`src/rtl/safety_island_timer_array_pkg.sv`:
```
// Shared definitions for the safety island timer array: register map
// offsets, address strides, CFG field positions and the per-channel
// configuration record with its pack/unpack helpers.
package safety_island_timer_array_pkg;

   localparam logic [3:0] RegCfgOff    = 4'h0;
   localparam logic [3:0] RegCntOff    = 4'h4;
   localparam logic [3:0] RegCmpOff    = 4'h8;
   localparam logic [3:0] RegStatusOff = 4'hC;

   localparam int unsigned TimerStride = 32'h20;
   localparam int unsigned ChanStride  = 32'h10;

   localparam int unsigned CfgEnBit      = 0;
   localparam int unsigned CfgOneshotBit = 1;
   localparam int unsigned CfgCascadeBit = 2;
   localparam int unsigned CfgIrqenBit   = 3;
   localparam int unsigned CfgPrescLsb   = 8;

   typedef struct packed {
      logic [7:0] presc;
      logic       irqen;
      logic       cascade;
      logic       oneshot;
      logic       en;
   } timer_chan_cfg_t;

   // Interrupt count follows the instantiated timer count: two channels per timer.
   localparam int unsigned DefaultNumTimers = 1;

   function automatic int unsigned num_timer_interrupts(input int unsigned num_timers);
      return 2 * num_timers;
   endfunction

   localparam int unsigned NumTimerInterrupts = num_timer_interrupts(DefaultNumTimers);

   // CASCADE only exists on hi channels; on lo it is dropped so it reads 0.
   function automatic timer_chan_cfg_t cfg_unpack(input logic [31:0] w, input logic is_hi);
      timer_chan_cfg_t c;
      c.en      = w[CfgEnBit];
      c.oneshot = w[CfgOneshotBit];
      c.cascade = w[CfgCascadeBit] & is_hi;
      c.irqen   = w[CfgIrqenBit];
      c.presc   = w[CfgPrescLsb +: 8];
      return c;
   endfunction

   function automatic logic [31:0] cfg_pack(input timer_chan_cfg_t c);
      return {16'h0000, c.presc, 4'h0, c.irqen, c.cascade, c.oneshot, c.en};
   endfunction

endpackage

```
`src/rtl/safety_island_timer_channel.sv`:
```
// One timer counter channel: prescaler, CNT/CMP compare, PEND flag,
// tick source select (own prescaler or cascade input) and match output.
// Ports:
//   clk_i, rst_i           clock, synchronous active-high reset
//   cfg/cnt/cmp/status_we_i  register write strobes, data on wdata_i
//   cascade_tick_i         lo channel match (used by hi channel when CASCADE)
//   cfg_o, cnt_o, cmp_o, pend_o  register state for readback
//   match_o                combinational match event this cycle
//   irq_o                  PEND & IRQEN
module safety_island_timer_channel
   import safety_island_timer_array_pkg::*;
#(
   parameter int unsigned CntWidth = 32,
   parameter bit          IsHi     = 1'b0
) (
   input  logic                clk_i,
   input  logic                rst_i,
   input  logic                cfg_we_i,
   input  logic                cnt_we_i,
   input  logic                cmp_we_i,
   input  logic                status_we_i,
   input  logic [31:0]         wdata_i,
   input  logic                cascade_tick_i,
   output timer_chan_cfg_t     cfg_o,
   output logic [CntWidth-1:0] cnt_o,
   output logic [CntWidth-1:0] cmp_o,
   output logic                pend_o,
   output logic                match_o,
   output logic                irq_o
);

   timer_chan_cfg_t     cfg_q, cfg_d, cfg_new;
   logic [CntWidth-1:0] cnt_q, cnt_d;
   logic [CntWidth-1:0] cmp_q, cmp_d;
   logic                pend_q, pend_d;
   logic [7:0]          psc_q, psc_d;
   logic                use_cascade, tick, match;
   logic                unused_wdata;

   assign unused_wdata = ^wdata_i;

   // Prescaler is a down-counter holding the cycles left before the next
   // tick; it is reloaded with PRESC on enable and after every tick, so
   // ticks land every PRESC+1 cycles.
   always_comb begin
      cfg_d   = cfg_q;
      cnt_d   = cnt_q;
      cmp_d   = cmp_q;
      pend_d  = pend_q;
      psc_d   = psc_q;
      cfg_new = cfg_unpack(wdata_i, IsHi);

      use_cascade = IsHi && cfg_q.cascade;
      tick        = cfg_q.en && (use_cascade ? cascade_tick_i : (psc_q == 8'd0));
      match       = tick && (cnt_q == cmp_q);

      if (cfg_q.en && !use_cascade) begin
         psc_d = (psc_q == 8'd0) ? cfg_q.presc : psc_q - 8'd1;
      end

      // Clear comes before the match set so a same-cycle match keeps PEND.
      if (status_we_i && wdata_i[0]) begin
         pend_d = 1'b0;
      end

      if (tick) begin
         if (match) begin
            cnt_d  = '0;
            pend_d = 1'b1;
            if (cfg_q.oneshot) begin
               cfg_d.en = 1'b0;
            end
         end else begin
            cnt_d = cnt_q + 1'b1;
         end
      end

      if (cfg_we_i) begin
         cfg_d = cfg_new;
         if (!cfg_new.en) begin
            psc_d = 8'd0;
         end else if (!cfg_q.en) begin
            psc_d = cfg_new.presc;
         end
      end

      if (cnt_we_i) begin
         cnt_d = wdata_i[CntWidth-1:0];
      end

      if (cmp_we_i) begin
         cmp_d = wdata_i[CntWidth-1:0];
      end
   end

   always_ff @(posedge clk_i) begin
      if (rst_i) begin
         cfg_q  <= '0;
         cnt_q  <= '0;
         cmp_q  <= '0;
         pend_q <= 1'b0;
         psc_q  <= 8'd0;
      end else begin
         cfg_q  <= cfg_d;
         cnt_q  <= cnt_d;
         cmp_q  <= cmp_d;
         pend_q <= pend_d;
         psc_q  <= psc_d;
      end
   end

   assign cfg_o   = cfg_q;
   assign cnt_o   = cnt_q;
   assign cmp_o   = cmp_q;
   assign pend_o  = pend_q;
   assign match_o = match;
   assign irq_o   = pend_q & cfg_q.irqen;

endmodule

```
`src/rtl/safety_island_timer_array.sv`:
```
// Multi-timer unit: NumTimers timers, each with a lo and a hi channel,
// behind a simple register bus with a registered one-cycle response.
// Ports:
//   clk_i, rst_i          clock, synchronous active-high reset
//   req_*_i               register request (valid, write, byte addr, wdata)
//   rsp_valid_o/rdata_o/error_o  response, one cycle after the request
//   irq_o                 level interrupts, bit 2t = timer t lo, 2t+1 = hi
module safety_island_timer_array
   import safety_island_timer_array_pkg::*;
#(
   parameter int unsigned NumTimers = 1,
   parameter int unsigned CntWidth  = 32,
   parameter int unsigned AddrWidth = 12
) (
   input  logic                   clk_i,
   input  logic                   rst_i,
   input  logic                   req_valid_i,
   input  logic                   req_write_i,
   input  logic [AddrWidth-1:0]   req_addr_i,
   input  logic [31:0]            req_wdata_i,
   output logic                   rsp_valid_o,
   output logic [31:0]            rsp_rdata_o,
   output logic                   rsp_error_o,
   output logic [2*NumTimers-1:0] irq_o
);

   localparam int unsigned NumChan  = num_timer_interrupts(NumTimers);
   localparam int unsigned IdxWidth = AddrWidth - 5;

   logic [IdxWidth-1:0] req_idx;
   logic                req_chan;
   logic [3:0]          req_off;
   logic                idx_ok, addr_ok, wr_ok;

   // Address layout: [AddrWidth-1:5] timer, [4] channel, [3:0] register.
   assign req_idx  = req_addr_i[AddrWidth-1:5];
   assign req_chan = req_addr_i[4];
   assign req_off  = req_addr_i[3:0];
   assign idx_ok   = 32'(req_idx) < NumTimers;
   assign addr_ok  = idx_ok && (req_addr_i[1:0] == 2'b00);
   assign wr_ok    = req_valid_i && req_write_i && addr_ok;

   timer_chan_cfg_t     cfg   [NumChan];
   logic [CntWidth-1:0] cnt   [NumChan];
   logic [CntWidth-1:0] cmp   [NumChan];
   logic [NumChan-1:0]  pend, match, irq, casc;

   for (genvar i = 0; i < NumChan; i++) begin : g_chan
      localparam bit IsHi = (i % 2) == 1;
      logic sel;

      assign sel = wr_ok && (32'(req_idx) == i / 2) && (req_chan == IsHi);

      // Hi channel's cascade source is the lo channel of the same timer.
      if (IsHi) begin : g_casc
         assign casc[i] = match[i-1];
      end else begin : g_nocasc
         assign casc[i] = 1'b0;
      end

      safety_island_timer_channel #(
         .CntWidth (CntWidth),
         .IsHi     (IsHi)
      ) u_chan (
         .clk_i          (clk_i),
         .rst_i          (rst_i),
         .cfg_we_i       (sel && (req_off == RegCfgOff)),
         .cnt_we_i       (sel && (req_off == RegCntOff)),
         .cmp_we_i       (sel && (req_off == RegCmpOff)),
         .status_we_i    (sel && (req_off == RegStatusOff)),
         .wdata_i        (req_wdata_i),
         .cascade_tick_i (casc[i]),
         .cfg_o          (cfg[i]),
         .cnt_o          (cnt[i]),
         .cmp_o          (cmp[i]),
         .pend_o         (pend[i]),
         .match_o        (match[i]),
         .irq_o          (irq[i])
      );
   end

   logic [31:0] rd_val;
   logic        rsp_valid_q, rsp_valid_d;
   logic        rsp_error_q, rsp_error_d;
   logic [31:0] rsp_rdata_q, rsp_rdata_d;

   always_comb begin
      rd_val = '0;
      for (int i = 0; i < NumChan; i++) begin
         if ((32'(req_idx) == i / 2) && (req_chan == ((i % 2) == 1))) begin
            case (req_off)
               RegCfgOff:    rd_val = cfg_pack(cfg[i]);
               RegCntOff:    rd_val = 32'(cnt[i]);
               RegCmpOff:    rd_val = 32'(cmp[i]);
               RegStatusOff: rd_val = {31'b0, pend[i]};
               default:      rd_val = '0;
            endcase
         end
      end
   end

   always_comb begin
      rsp_valid_d = req_valid_i;
      rsp_error_d = req_valid_i && !addr_ok;
      rsp_rdata_d = (req_valid_i && !req_write_i && addr_ok) ? rd_val : 32'h0;
   end

   always_ff @(posedge clk_i) begin
      if (rst_i) begin
         rsp_valid_q <= 1'b0;
         rsp_error_q <= 1'b0;
         rsp_rdata_q <= 32'h0;
      end else begin
         rsp_valid_q <= rsp_valid_d;
         rsp_error_q <= rsp_error_d;
         rsp_rdata_q <= rsp_rdata_d;
      end
   end

   assign rsp_valid_o = rsp_valid_q;
   assign rsp_error_o = rsp_error_q;
   assign rsp_rdata_o = rsp_rdata_q;
   assign irq_o       = irq;

endmodule

```
`config.mk`:
```
export PLATFORM = sky130hd
export DESIGN_NAME = safety_island_timer_array
export DESIGN_NICKNAME = d
export VERILOG_FILES = /design/src/rtl/safety_island_timer_array_pkg.sv /design/src/rtl/safety_island_timer_channel.sv /design/src/rtl/safety_island_timer_array.sv
export SDC_FILE = /design/constraint.sdc
export NUM_CORES = 1
export LEC_CHECK = 0
export ABC_AREA = 0
export ABC_CLOCK_PERIOD_IN_PS = 5300
export CAP_MARGIN = 15
export CORE_ASPECT_RATIO = 0.8
export CORE_MARGIN = 2
export CORE_UTILIZATION = 60
export DETAILED_ROUTE_END_ITERATION = 12
export PLACE_DENSITY = 0.81
export SKIP_LAST_GASP = 1
export SYNTH_ARGS = -nofsm -noshare
export SYNTH_HDL_FRONTEND = slang
export SYNTH_SLANG_ARGS = --single-unit
export TNS_END_PERCENT = 5
```
`constraint.sdc`:
```
create_clock -name clk_i -period 5.3 [get_ports clk_i]
set_input_delay 1.325 -clock clk_i [delete_from_list [all_inputs] [get_ports clk_i]]
set_output_delay 1.325 -clock clk_i [all_outputs]
set_load 0.1 [all_outputs]
```
## After elaboration in Yosys (flattened, before gate mapping)

Index checks and enable logic that the tools add are counted.

- Add/sub/neg operators: 4
- $lt $le $gt $ge: 1
- Eq/ne operators: 5
- Muxes and demuxes: 35
- Bitwise logic cells: 4
- Reductions and logical operators: 45

Operators by type and width:

| cell | number |
|---|---|
| $mux W32 | 8 |
| $pmux W32 S4 | 2 |
| $mux W8 | 10 |
| $add A32 B1 Y32 const B | 2 |
| $eq A32 B32 Y1 | 2 |
| $logic_and A1 B1 Y1 | 26 |
| $logic_not A8 Y1 | 2 |
| $reduce_bool A2 Y1 | 8 |
| $sub A8 B1 Y8 const B | 2 |
| $mux W1 | 15 |
| $eq A4 B4 Y1 const B | 2 |
| $logic_not A7 Y1 | 1 |
| $lt A7 B1 Y1 const B | 1 |
| $reduce_and A3 Y1 | 2 |
| $eq A4 B3 Y1 const B | 1 |
| $logic_not A4 Y1 | 1 |
| $logic_not A1 Y1 | 3 |
| $and A1 B1 Y1 | 2 |
| $logic_not A2 Y1 | 1 |
| $not A1 Y1 | 2 |
| $reduce_or A2 Y1 | 1 |

- Bits in registers: 203
- Bits of input ports: 48

## Logic depth before layout (Yosys ltp)

- Depth after elaboration: 10
- Gate-level depth with buffers: 11
- Gate-level depth less buffers: 9

## Cells and area by module

Synthesis repeated with hierarchy kept, for this count alone.

- Cells, all modules: 1,337
- Area, all modules: 11,413.4 µm²

By module, submodules not included:

| module | times used | cells each | area each (µm²) | sequential area each (µm²) |
|---|---|---|---|---|
| safety_island_timer_channel (g_chan[0].u_chan) | 1 | 586 | 4,769.6 | 1,681.6 |
| safety_island_timer_channel (g_chan[1].u_chan) | 1 | 530 | 4,536.9 | 1,701.6 |
| safety_island_timer_array | 1 | 221 | 2,107.0 | 680.7 |

## Least setup slack after synthesis

Ideal clock, no wire load.

- Path kind: input to register
- Start: input req_addr_i[3]
- End: register g_chan[0].u_chan.cnt_q[27]
- Arrival: 3.194 ns
- Path slack: 1.979 ns
- Stages: 9
- Path buffers: 2
- Cells stage by stage: clkbuf_1 > nor4b_2 > nand3_1 > o21ai_0 > clkbuf_1 > nand4_1 > xnor2_1 > a22oi_1 > nor2_1

- Cells in the longest elaborated chain, start to end: 3
- Elaborated cells on any way between the ends: 4

Ends and longest elaborated chain:

| element | RTL line | RTL |
|---|---|---|
| start, declared | safety_island_timer_array.sv:19 | `input logic [AddrWidth-1:0] req_addr_i,` |
| $eq A4 B3 Y1 (*) | safety_island_timer_array.sv:68 | `.cnt_we_i (sel && (req_off == RegCntOff)),` |
| $logic_and A1 B1 Y1 (*) | safety_island_timer_array.sv:68 |  |
| $mux W32 or $reduce_bool A2 Y1 (tied branches) | -- |  |
| end signal, assigned | safety_island_timer_channel.sv:105 | `cnt_q <= cnt_d;` |
| end, declared | safety_island_timer_channel.sv:33 | `logic [CntWidth-1:0] cnt_q, cnt_d;` |

Mark *: on every way between the ends. The rest lies on a longest branch, timed or not.
A chain may end at the register's enable or synchronous reset.

## Worst setup path after layout

- Start: input req_addr_i[10]
- End: register g_chan[0].u_chan.psc_q[0]

- Cells in the longest elaborated chain, start to end: 7
- Elaborated cells on any way between the ends: 8

Ends and longest elaborated chain:

| element | RTL line | RTL |
|---|---|---|
| $lt A7 B1 Y1 | safety_island_timer_array.sv:39 | `assign idx_ok = 32'(req_idx) < NumTimers;` |
| $logic_and A1 B1 Y1 | safety_island_timer_array.sv:40 | `assign addr_ok = idx_ok && (req_addr_i[1:0] == 2'b00);` |
| $logic_and A1 B1 Y1 | safety_island_timer_array.sv:41 | `assign wr_ok = req_valid_i && req_write_i && addr_ok;` |
| $logic_and A1 B1 Y1 (*) (2 in series) | safety_island_timer_array.sv:52 | `assign sel = wr_ok && (32'(req_idx) == i / 2) && (req_chan == IsHi);` |
| $logic_and A1 B1 Y1 (*) | safety_island_timer_array.sv:67 | `.cfg_we_i (sel && (req_off == RegCfgOff)),` |
| $mux W8 (*) | safety_island_timer_channel.sv:78 | `if (cfg_we_i) begin` |
| end signal, assigned | safety_island_timer_channel.sv:108 | `psc_q <= psc_d;` |
| end, declared | safety_island_timer_channel.sv:36 | `logic [7:0] psc_q, psc_d;` |

Marked as above.

==> reports/results.ini <==
[run_status]
status=finished, final reports clean

[place]
preCtsSetupSlack_ns=1.08
postPlaceCellArea_sq_um=11800
place_congestion=0.897
dpl.hpwl_mm=24.4
portBuffers=83

[critical_path]
arrival_ns=4.12
crit_fanout=19
critPathKind=in -> reg
setup.worst_path.start_class=input port
crit_path_end_kind=flop
crit_required_ns=5.66

[global_route]
grt_usage_pct=35.2
grt-ovfl-total=0
use_met3_pct=7.76
grt_pass1_wl_mm=54.7
grt_pass1_vias=9774
busiest_layer=met2
antenna_found_initial=0
use_met1_pct=51.4
grt_use_met2_pct=52.1
grt_max_degree=65

[clock_tree]
cts_buffer_depth=3
clock-sinks=203
cts_tree=done
ctsHoldBuffers=0
cts_inserted_buffers=21
cts-root-buf=clkbuf_16
post_cts_resized=0
clkTransAtPathRegs_ns=0.06
htree_levels=1
clock_latency_ns=0.51
post_cts_buffers=0

[power_and_ir_drop]
pwr-share-clk_pct=48.9
p_leak_nw=4.43
switching_share_pct=22.9
power_density_nw_per_um2=263
p_comb_share_pct=4.7
p_int_mw=2.54
power_frac_seq_pct=46.4
p_sw_mw=0.754
ir_worst_vdd_mv=0.170

[floorplanning]
fp.coreArea_sq_um=18100
die_w_um=156
floorplan.initialDensity_pct=61.1
die_area_sq_um=19500
die_h_um=125
ioPinCount=84
rows=44

[layout]
layout-drive-gt1-share_pct=5.14
area.growth.synth_to_final_pct=13.8
layout_common_cells=nand2_1, dfxtp_1, nor2_1
fin_nets=1498
n_fill_cell=1519
layout_commonest_cell=nand2_1
insertedDiodeCount=0
postLayoutCellArea_sq_um=12500

[detailed_routing]
vias=11100
dr.pass1.iters=6
vias_per_cell=6.56
drc=0
final_antenna_net_count=0
drt_iter0_markers=1335
routedWlPerCell_um=21.1
drt_wl_total_mm=35.7

[sta]
hold_viol_final=0
slew_headroom_pct=21.6
max_freq_ghz=0.266
fin_crit_ns=3.76
finClkSkew_ns=0.0100
rsz0062_at_grt=false
finalSetupTns_ns=0
setup_violations=0
fin_crit_sh_pct=71.0
tightest_slew_ns=1.18
final_max_slew_viol_count=0
holdWs_ns=0.471
setup_ws_ns=1.54

[synth]
ys.flop_type=dfxtp_1
yosysUniqueCellTypes=58
synth_mux_area_share_pct=2.21
yosys.area_share.adder_pct=0.567
yosysSeqAreaShare_pct=36.9
synth_nets=1494
async_reset_ff_share_pct=0
synthSimpleGateAreaFrac_pct=24.6
syn_avg_cell_area_sq_um=7.65
synth_warnings=0
netlist_instances=1441
synth_area_sq_um=11000
synth-edff-count=0
synth_compound_area_share_pct=23.8
synth_xor_area_share_pct=6.83
synth_seq_cells=203
synth_top_family_by_area=simple AND/OR/NAND/NOR gates

[run]
maxCapViolations=0

[hold_path]
holdCritPathClass=reg -> reg

## worst max-delay path, cell delays in order
cell             delay, ns
clkdlybuf4s50_1       0.41
nor3_1                0.53
nand4b_1              0.49
or2_2                 0.60
o21bai_1              0.62
nor2_1                0.13
## power groups by stage
stage	clock (mW)	sequential, mW	combinational [mW]
finish	1.61	1.53	0.156
detailed placement	0	1.56	0.148
global placement	0	1.56	0.148
CTS	1.60	1.53	0.149
floorplan	0	1.57	0.0548
global route	1.66	1.53	0.159
## final cells by class
class	count	area (sq um)	area share [%]
inverters	13	48.8	0.389
well taps	230	288	2.29
flip-flops and latches	203	4060	32.4
clock buffers	27	578	4.61
clock inverters	10	158	1.26
repair buffers	104	983	7.84
multi-input cells	1102	6420	51.2
## synth_stat cells (14+ instances only)
library cell	count	area (sq um)
nand2_1	236	886
dfxtp_1	203	4060
nor2_1	149	559
a21oi_1	140	701
clkbuf_1	103	387
xor2_1	68	596
a22oi_1	65	488
o21ai_0	59	295
a211oi_1	42	315
nand3_1	33	165
mux2i_1	21	210
o22a_1	21	184
nand4_1	20	125
nor4_1	20	125
or3_1	19	119
nor3_1	18	90.1
xnor2_1	18	158
a31oi_1	17	106
a311oi_1	16	140
or4_1	15	113
o31a_1	14	123
## sequential cells by signal (all words and copies together) (netlist names)
signal	flops
rsp_error_o	1
g_chan.u_chan.cfg_o	22
g_chan.u_chan.psc_q	16
g_chan.u_chan.pend_o	2
g_chan.u_chan.use_cascade	1
g_chan.u_chan.cnt_o	64
rsp_rdata_o	32
g_chan.u_chan.cmp_o	64
rsp_valid_o	1
## final timing paths
| path | startpoint | end | slack [ns] | depth (start not counted) |
|---|---|---|---|---|
| min | g_chan[1].u_chan.cfg_o[8] | g_chan[1].u_chan.cfg_o[8] | 0.47 | 2 |
| max | req_addr_i[10] | g_chan[0].u_chan.psc_q[0] | 1.54 | 6 |
| max reg2reg | g_chan[0].u_chan.cnt_o[10] | g_chan[1].u_chan.cnt_o[1] | 1.88 | 7 |
| min reg2reg | g_chan[1].u_chan.cfg_o[8] | g_chan[1].u_chan.cfg_o[8] | 0.47 | 2 |
## metal layers
layer | share of wire [%] | up-vias | wire, um
met4 | 3.2 | 0 | 1130
li1 | - | 5152 | -
met5 | 0 | - | 0
met1 | 42 | 5243 | 14800
met3 | 12 | 86 | 4260
met2 | 43 | 606 | 15400
## cells by family (layout without fill, tap and decap cells)
| group | Yosys count | after routing |
|---|---|---|
| mux | 24 | 24 |
| fa+ha+maj | 5 | 5 |
| compound gates | 408 | 408 |
| xor+xnor | 86 | 86 |
| flops | 203 | 203 |
| simple gates | 579 | 579 |
| buf+inv | 136 | 154 |
## stage by stage
stage,power [mW],instances,util (%)
6_report,3.30,1689,69.5
5_1_grt,3.35,1689,69.5
4_1_cts,3.28,1688,69.4
3_5_place_dp,1.71,1651,65.4
3_3_place_gp,1.71,1651,65.4
2_1_floorplan,1.62,1441,-
Power figures use the tool's default switching activity.
